`src/rtl/four_bit_decrementer_timer.sv`:
```
// Countdown timer on a ripple-borrow decrementer (chain of half-subtractors).
// Loads a start value, decrements once per qualified tick, pulses done for a
// single cycle on reaching zero, and optionally reloads for periodic use.

// One borrow stage: d = a - b_in, borrow out when a=0 and b_in=1.
module four_bit_decrementer_timer_hsub (
   input  logic a_i,
   input  logic b_i,
   output logic d_o,
   output logic b_o
);
   assign d_o = a_i ^ b_i;
   assign b_o = ~a_i & b_i;
endmodule

module four_bit_decrementer_timer #(
   parameter int WIDTH       = 4,
   parameter int AUTO_RELOAD = 0
) (
   input  logic             clk,
   input  logic             rst,
   input  logic             start,
   input  logic [WIDTH-1:0] load_val,
   input  logic             tick,
   input  logic             abort,
   output logic [WIDTH-1:0] count,
   output logic             busy,
   output logic             done,
   output logic             zero
);

   typedef enum logic [1:0] {
      IDLE = 2'd0,
      RUN  = 2'd1,
      DONE = 2'd2
   } state_t;

   localparam logic [WIDTH-1:0] ONE = WIDTH'(1);

   state_t           state_q, state_d;
   logic [WIDTH-1:0] count_q, count_d;
   logic [WIDTH-1:0] saved_q, saved_d;
   logic             busy_q, done_q;

   logic [WIDTH-1:0] dec_d;
   logic [WIDTH:0]   brw;

   // Borrow chain: injecting a borrow at bit 0 computes count-1; the final
   // borrow out is set only when every bit was 0, which doubles as zero detect.
   assign brw[0] = 1'b1;
   for (genvar i = 0; i < WIDTH; i++) begin : g_dec
      four_bit_decrementer_timer_hsub u_hsub (
         .a_i (count_q[i]),
         .b_i (brw[i]),
         .d_o (dec_d[i]),
         .b_o (brw[i+1])
      );
   end

   assign zero  = brw[WIDTH];
   assign count = count_q;
   assign busy  = busy_q;
   assign done  = done_q;

   // Next-state logic; the decrement is only applied with count nonzero so a
   // wrap to all-ones can never be registered.
   always_comb begin
      state_d = state_q;
      count_d = count_q;
      saved_d = saved_q;
      unique case (state_q)
         IDLE: begin
            if (start) begin
               count_d = load_val;
               saved_d = load_val;
               state_d = (load_val != '0) ? RUN : DONE;
            end
         end
         RUN: begin
            if (abort) begin
               state_d = IDLE;
            end else if (tick && !zero) begin
               count_d = dec_d;
               if (count_q == ONE) state_d = DONE;
            end
         end
         DONE: begin
            if (abort) begin
               state_d = IDLE;
            end else if (start) begin
               count_d = load_val;
               saved_d = load_val;
               state_d = (load_val != '0) ? RUN : DONE;
            end else if (AUTO_RELOAD != 0 && saved_q != '0) begin
               count_d = saved_q;
               state_d = RUN;
            end else begin
               state_d = IDLE;
            end
         end
         default: state_d = IDLE;
      endcase
   end

   // State, datapath and registered busy/done decodes of the next state.
   always_ff @(posedge clk or posedge rst) begin
      if (rst) begin
         state_q <= IDLE;
         count_q <= '0;
         saved_q <= '0;
         busy_q  <= 1'b0;
         done_q  <= 1'b0;
      end else begin
         state_q <= state_d;
         count_q <= count_d;
         saved_q <= saved_d;
         busy_q  <= (state_d == RUN);
         done_q  <= (state_d == DONE);
      end
   end

endmodule

```
`config.mk`:
```
export PLATFORM = sky130hd
export DESIGN_NAME = four_bit_decrementer_timer
export DESIGN_NICKNAME = d
export VERILOG_FILES = /design/src/rtl/four_bit_decrementer_timer.sv
export SDC_FILE = /design/constraint.sdc
export NUM_CORES = 1
export LEC_CHECK = 0
export ABC_AREA = 1
export ABC_CLOCK_PERIOD_IN_PS = 1900
export CAP_MARGIN = 20
export CELL_PAD_IN_SITES_DETAIL_PLACEMENT = 1
export CELL_PAD_IN_SITES_GLOBAL_PLACEMENT = 1
export CORE_ASPECT_RATIO = 1.2
export CORE_UTILIZATION = 35
export CTS_BUF_LIST = sky130_fd_sc_hd__clkbuf_4 sky130_fd_sc_hd__clkbuf_8
export CTS_CLUSTER_DIAMETER = 150
export DETAILED_ROUTE_END_ITERATION = 10
export GPL_TIMING_DRIVEN = 1
export HOLD_SLACK_MARGIN = 0.05
export PLACE_DENSITY_LB_ADDON = 0.1
export SYNTH_ARGS = -nofsm -noshare
export SYNTH_HDL_FRONTEND = slang
export SYNTH_SLANG_ARGS = --single-unit
```
`constraint.sdc`:
```
create_clock -name clk -period 1.9 [get_ports clk]
set_input_delay 0.285 -clock clk [delete_from_list [all_inputs] [get_ports clk]]
set_output_delay 0.285 -clock clk [all_outputs]
set_load 0.05 [all_outputs]
```
---- Yosys cells after proc, flatten, opt, wreduce, memory -nomap -nowiden ----
Index checks and enable logic that the tools add are counted.
operators by class
  equal/unequal tests ..................... 8
  multiplexer cells ....................... 13
  bitwise gates (word level) .............. 10
  reductions and logical operators ........ 6
operators with widths
  cell                                                                    count
  4-bit 2-to-1 mux                                                        4
  2-bit 2-to-1 mux                                                        7
  4-bit case mux with 3 select lines                                      1
  2-bit != test (second input constant)                                   3
  2-bit case mux with 3 select lines                                      1
  2-bit by 1-bit equality test with 1-bit output (second input constant)  2
  2-bit equality test (second input constant)                             2
  4-bit by 1-bit equality test with 1-bit output (second input constant)  1
  1-bit NOT                                                               4
  4-bit AND reduction                                                     1
  4-bit nonzero test                                                      1
  1-bit AND                                                               3
  3-bit nonzero test                                                      1
  1-bit XOR                                                               3
  2-bit zero test                                                         1
  1-bit logical AND                                                       1
  1-bit zero test                                                         1
storage, ports and cells
  register bits after elaboration ......... 8
  bits of input ports ..................... 9
  output and inout bits ................... 7
  word-level logic and storage cells ...... 41

---- Depth between registers and ports, before layout ----
  depth in word-level cells ............... 10
  mapped depth ............................ 10
  mapped depth without buffers ............ 10

---- Cells and area by module ----
A second synthesis with hierarchy kept.
unflattened totals
  cells, all modules ...................... 75
  area total of the unflattened synthesis .. 579.3 sq um
by module, submodules not included
  module                           instances  cells an instance  area an instance (sq um)  seq. area each (sq um)
  four_bit_decrementer_timer       1          63                 499.2                     200.2
  four_bit_decrementer_timer_hsub  4          3                  20.0                      0.0

---- Worst setup path before layout ----
Ideal clock, no wire load.
  kind .................................... register to register
  start ................................... register count_q[0], in the netlist count[0]
  end ..................................... register count_q[0], in the netlist count[0]
  library setup time ...................... 118 ps
  arrival time ............................ 1,652 ps
  setup slack ............................. 129 ps
  cell stages (with the launch flop) ...... 11
  path through ............................ dfrtp_1 inv_1 ha_1 ha_1 ha_1 inv_1 nand3_1 nand2_4 nand3_4 nand2_1 nand2_1
on the way
  cells in the longest elaborated chain, start to end .. 8
  elaborated cells on any way between the ends .. 13
  those cells by class .................... eq/ne (1); mux (5); bitwise (4); reduce/logical (3)
ends and longest elaborated chain
  item                                  RTL line  text
  start, declared                       41        logic [WIDTH-1:0] count_q, count_d;
  start signal, assigned                115       count_q <= count_d;
  1-bit NOT                             13        assign b_o = ~a_i & b_i;
  1-bit AND (3 in a row)                13
  via zero                              29        output logic zero
  1-bit zero test                       82        end else if (tick && !zero) begin
  1-bit logical AND                     82
  2-bit != test (no source line)        -
  4-bit AND reduction (no source line)  -
The timed path passes the listed nets, and every way through them passes these cells. The select of a mux whose other input is x is not followed.
A chain may end at the register's enable or synchronous reset.

---- Worst setup path after layout ----
  start ................................... register count_q[0], in the netlist count[0]
  end ..................................... output zero
on the way
  cells in the longest elaborated chain, start to end .. 4
ends and longest elaborated chain
  item                    RTL line
  1-bit NOT               13
  1-bit AND (3 in a row)  13
  end, declared           29
No other way between the ends.

==> flow_metrics.env <==
export IMPL_h_tree_depth=1
export IMPL_ys_ff_latch=8
export IMPL_cts_root_buf="clkbuf_4"
export IMPL_relSlewSlack_pct=66.9
export IMPL_grt_overflow=0
export IMPL_gp_congestion=0.711
export IMPL_yosysUniqueCellTypes=17
export IMPL_wl_per_cell_um=12.3
export IMPL_vias_per_cell=4.88
export IMPL_min_path_type="input port to asynchronous set/reset pin"
export IMPL_dp_slack_ns=0.185
export IMPL_syn_nets=86
export IMPL_clk_pin_slew_ns=0.06
export IMPL_io_pins=16
export IMPL_finish_utilization_pct=50.5
export IMPL_synth_warnings=0
export IMPL_first_pass_iters=3
export IMPL_holdWs_ns=0.296
export IMPL_start_kind="flop"
export IMPL_tightest_slew_ns=0.496
export IMPL_dp_cells=101
export IMPL_yosys_area_top_type="dfrtp_1"
export IMPL_cap_violations=0
export IMPL_ir_worst_vdd_uv=483
export IMPL_clock_skew_ns=0.000534
export IMPL_power_per_cell_area_nw_per_um2=1530
export IMPL_cts_buffers=3
export IMPL_critPathCaptureType="output port"
export IMPL_grt_pass1_vias=481
export IMPL_grt_usage_pct=17.1
export IMPL_p_leak_nw=0.377
export IMPL_postCtsSetupRepairBufs=0
export IMPL_clockBufferDepth=2
export IMPL_hold_viol_final=0
export IMPL_antenna_found_initial=0
export IMPL_synth_edff_count=0
export IMPL_core_area_um2=1500
export IMPL_syn_mean_instance_area_um2=8.00
export IMPL_netlist_area_um2=584
export IMPL_fin_crit_sh_pct=92.9
export IMPL_timing_rr_start="count[0]$_DFFE_PP0P_"
export IMPL_synth_main_ff_cell="dfrtp_1"
export IMPL_worstPathRequired_ns=1.62
export IMPL_die_x_um=39.3
export IMPL_timing_final_ws_setup_ns=0.135
export IMPL_drv_slew=0
export IMPL_post_route_min_period_ns=1.77
export IMPL_setup_violations=0
export IMPL_initial_core_util_pct=38.9
export IMPL_port_buffers=15
export IMPL_max_freq_mhz=567
export IMPL_cts_hold_buf=0
export IMPL_fill_cells=202
export IMPL_worstPathArrival_ns=1.48
export IMPL_netlist_area_leader_share_pct=34.3
export IMPL_nets=102
export IMPL_power_mw=1.16
export IMPL_yosysMostFrequentCell="nand2_1"
export IMPL_synth_area_leaders="dfrtp_1 34%, nand2_1 14%, ha_1 8.6%, nand2_4 7.7%, nand4_1 5.4%"
export IMPL_grt_pass1_wl_um=2090
export IMPL_grt_start_max_net_pins=9
export IMPL_area_growth_pct=29.8
export IMPL_cp_startpoint="count[0]$_DFFE_PP0P_"
export IMPL_rows=15
export IMPL_placed_area_um2=736
export IMPL_vias=508
export IMPL_synthTopCellsByCount="22 x nand2_1, 8 x dfrtp_1, 7 x inv_1, 5 x nand4_1"
export IMPL_fin_area_um2=758
export IMPL_die_h_um=46.8
export IMPL_ant_nets=0
export IMPL_finalNonFillerCells=104
export IMPL_netlist_instances=73
export IMPL_wl_um=1280
export IMPL_fin_tns_setup_ns=0
export IMPL_drt_initial_drc_count=5
export IMPL_path_class="flop to output port"
export IMPL_outcome="finished clean"
export IMPL_clk_latency_ns=0.25
export IMPL_cts_resized=0
export IMPL_post_route_drc_count=0
export IMPL_path_max_fanout=4
export IMPL_place_hpwl_um=1050
export IMPL_diodes=0
export IMPL_die_area_um2=1840
export IMPL_cts_tree="built"
export IMPL_ys_seq_area_share_pct=34.3
export IMPL_drive_above_1_share_pct=16.1
export IMPL_rsz0062_at_grt="false"
export IMPL_clock_sinks=8
export IMPL_async_flop_share_pct=100
metal layers:
metal	vias up	track usage, %	wire (µm)
met4	0	10.3	16
met3	2	2.84	39
met1	228	21.8	600
met5	-	0	0
met2	14	27.0	622
li1	264	-	-
state kept, by name (all words and copies together) (netlist names):
signal	flops
state_q	2
count	4
busy	1
done	1
path summary, 6_finish.rpt:
path | to | depth (start not counted) | slack [ns]
max | zero | 5 | 0.13
max in group asynchronous | count[0]$_DFFE_PP0P_ | 2 | 1.37
max reg2reg | count[0]$_DFFE_PP0P_ | 10 | 0.18
min reg2reg | count[1]$_DFFE_PP0P_ | 2 | 0.53
min | done$_DFF_PP0_ | 2 | 0.30
min in group clk | count[1]$_DFFE_PP0P_ | 2 | 0.53
cell families (layout without fill, tap and decap cells):
family	Yosys count	in the layout	synth area share (%)
AO/OA/AOI/OAI	3	3	2.57
adder cells (fa/ha/maj)	4	4	8.57
buffers and inverters	14	28	12.4
AND/OR/NAND/NOR	44	44	42.2
flip-flops	8	8	34.3
critical path, stage by stage, from the launching register on:
cell and delay (ns):
dfrtp_1 0.38, inv_1 0.07, ha_1 0.20, ha_1 0.18, ha_1 0.23, buf_12 0.17
area by class of cell:
class	instances	area, µm²	share of cell area, %
clock buffer	3	22.5	2.97
inverter	10	42.5	5.61
multi-input combinational	51	312	41.1
sequential	8	200	26.4
tap	17	21.3	2.81
timing repair buffer	15	160	21.1
power by group:
part           total [mW]  internal (mW)  leakage, nW  switching (mW)
Clock               0.131         0.0724       0.0138          0.0591
Combinational       0.746          0.282        0.261           0.465
Sequential          0.280          0.226        0.102          0.0540
Total                1.16          0.580        0.377           0.578
cell usage in the layout, fill, tap and decap left out:
cell type	count
clkbuf_4	3
o21ai_1	1
nand3_2	1
inv_1	7
ha_1	4
inv_2	2
o21ai_0	2
clkinv_4	1
dfrtp_1	8
nand3b_1	3
nor2_2	1
buf_12	1
nand4_1	5
nor2_1	3
nand3_4	1
nand3_1	4
clkdlybuf4s50_1	14
nand2_4	4
nand2_1	22
Note: power is estimated with default switching activity, not from simulation.
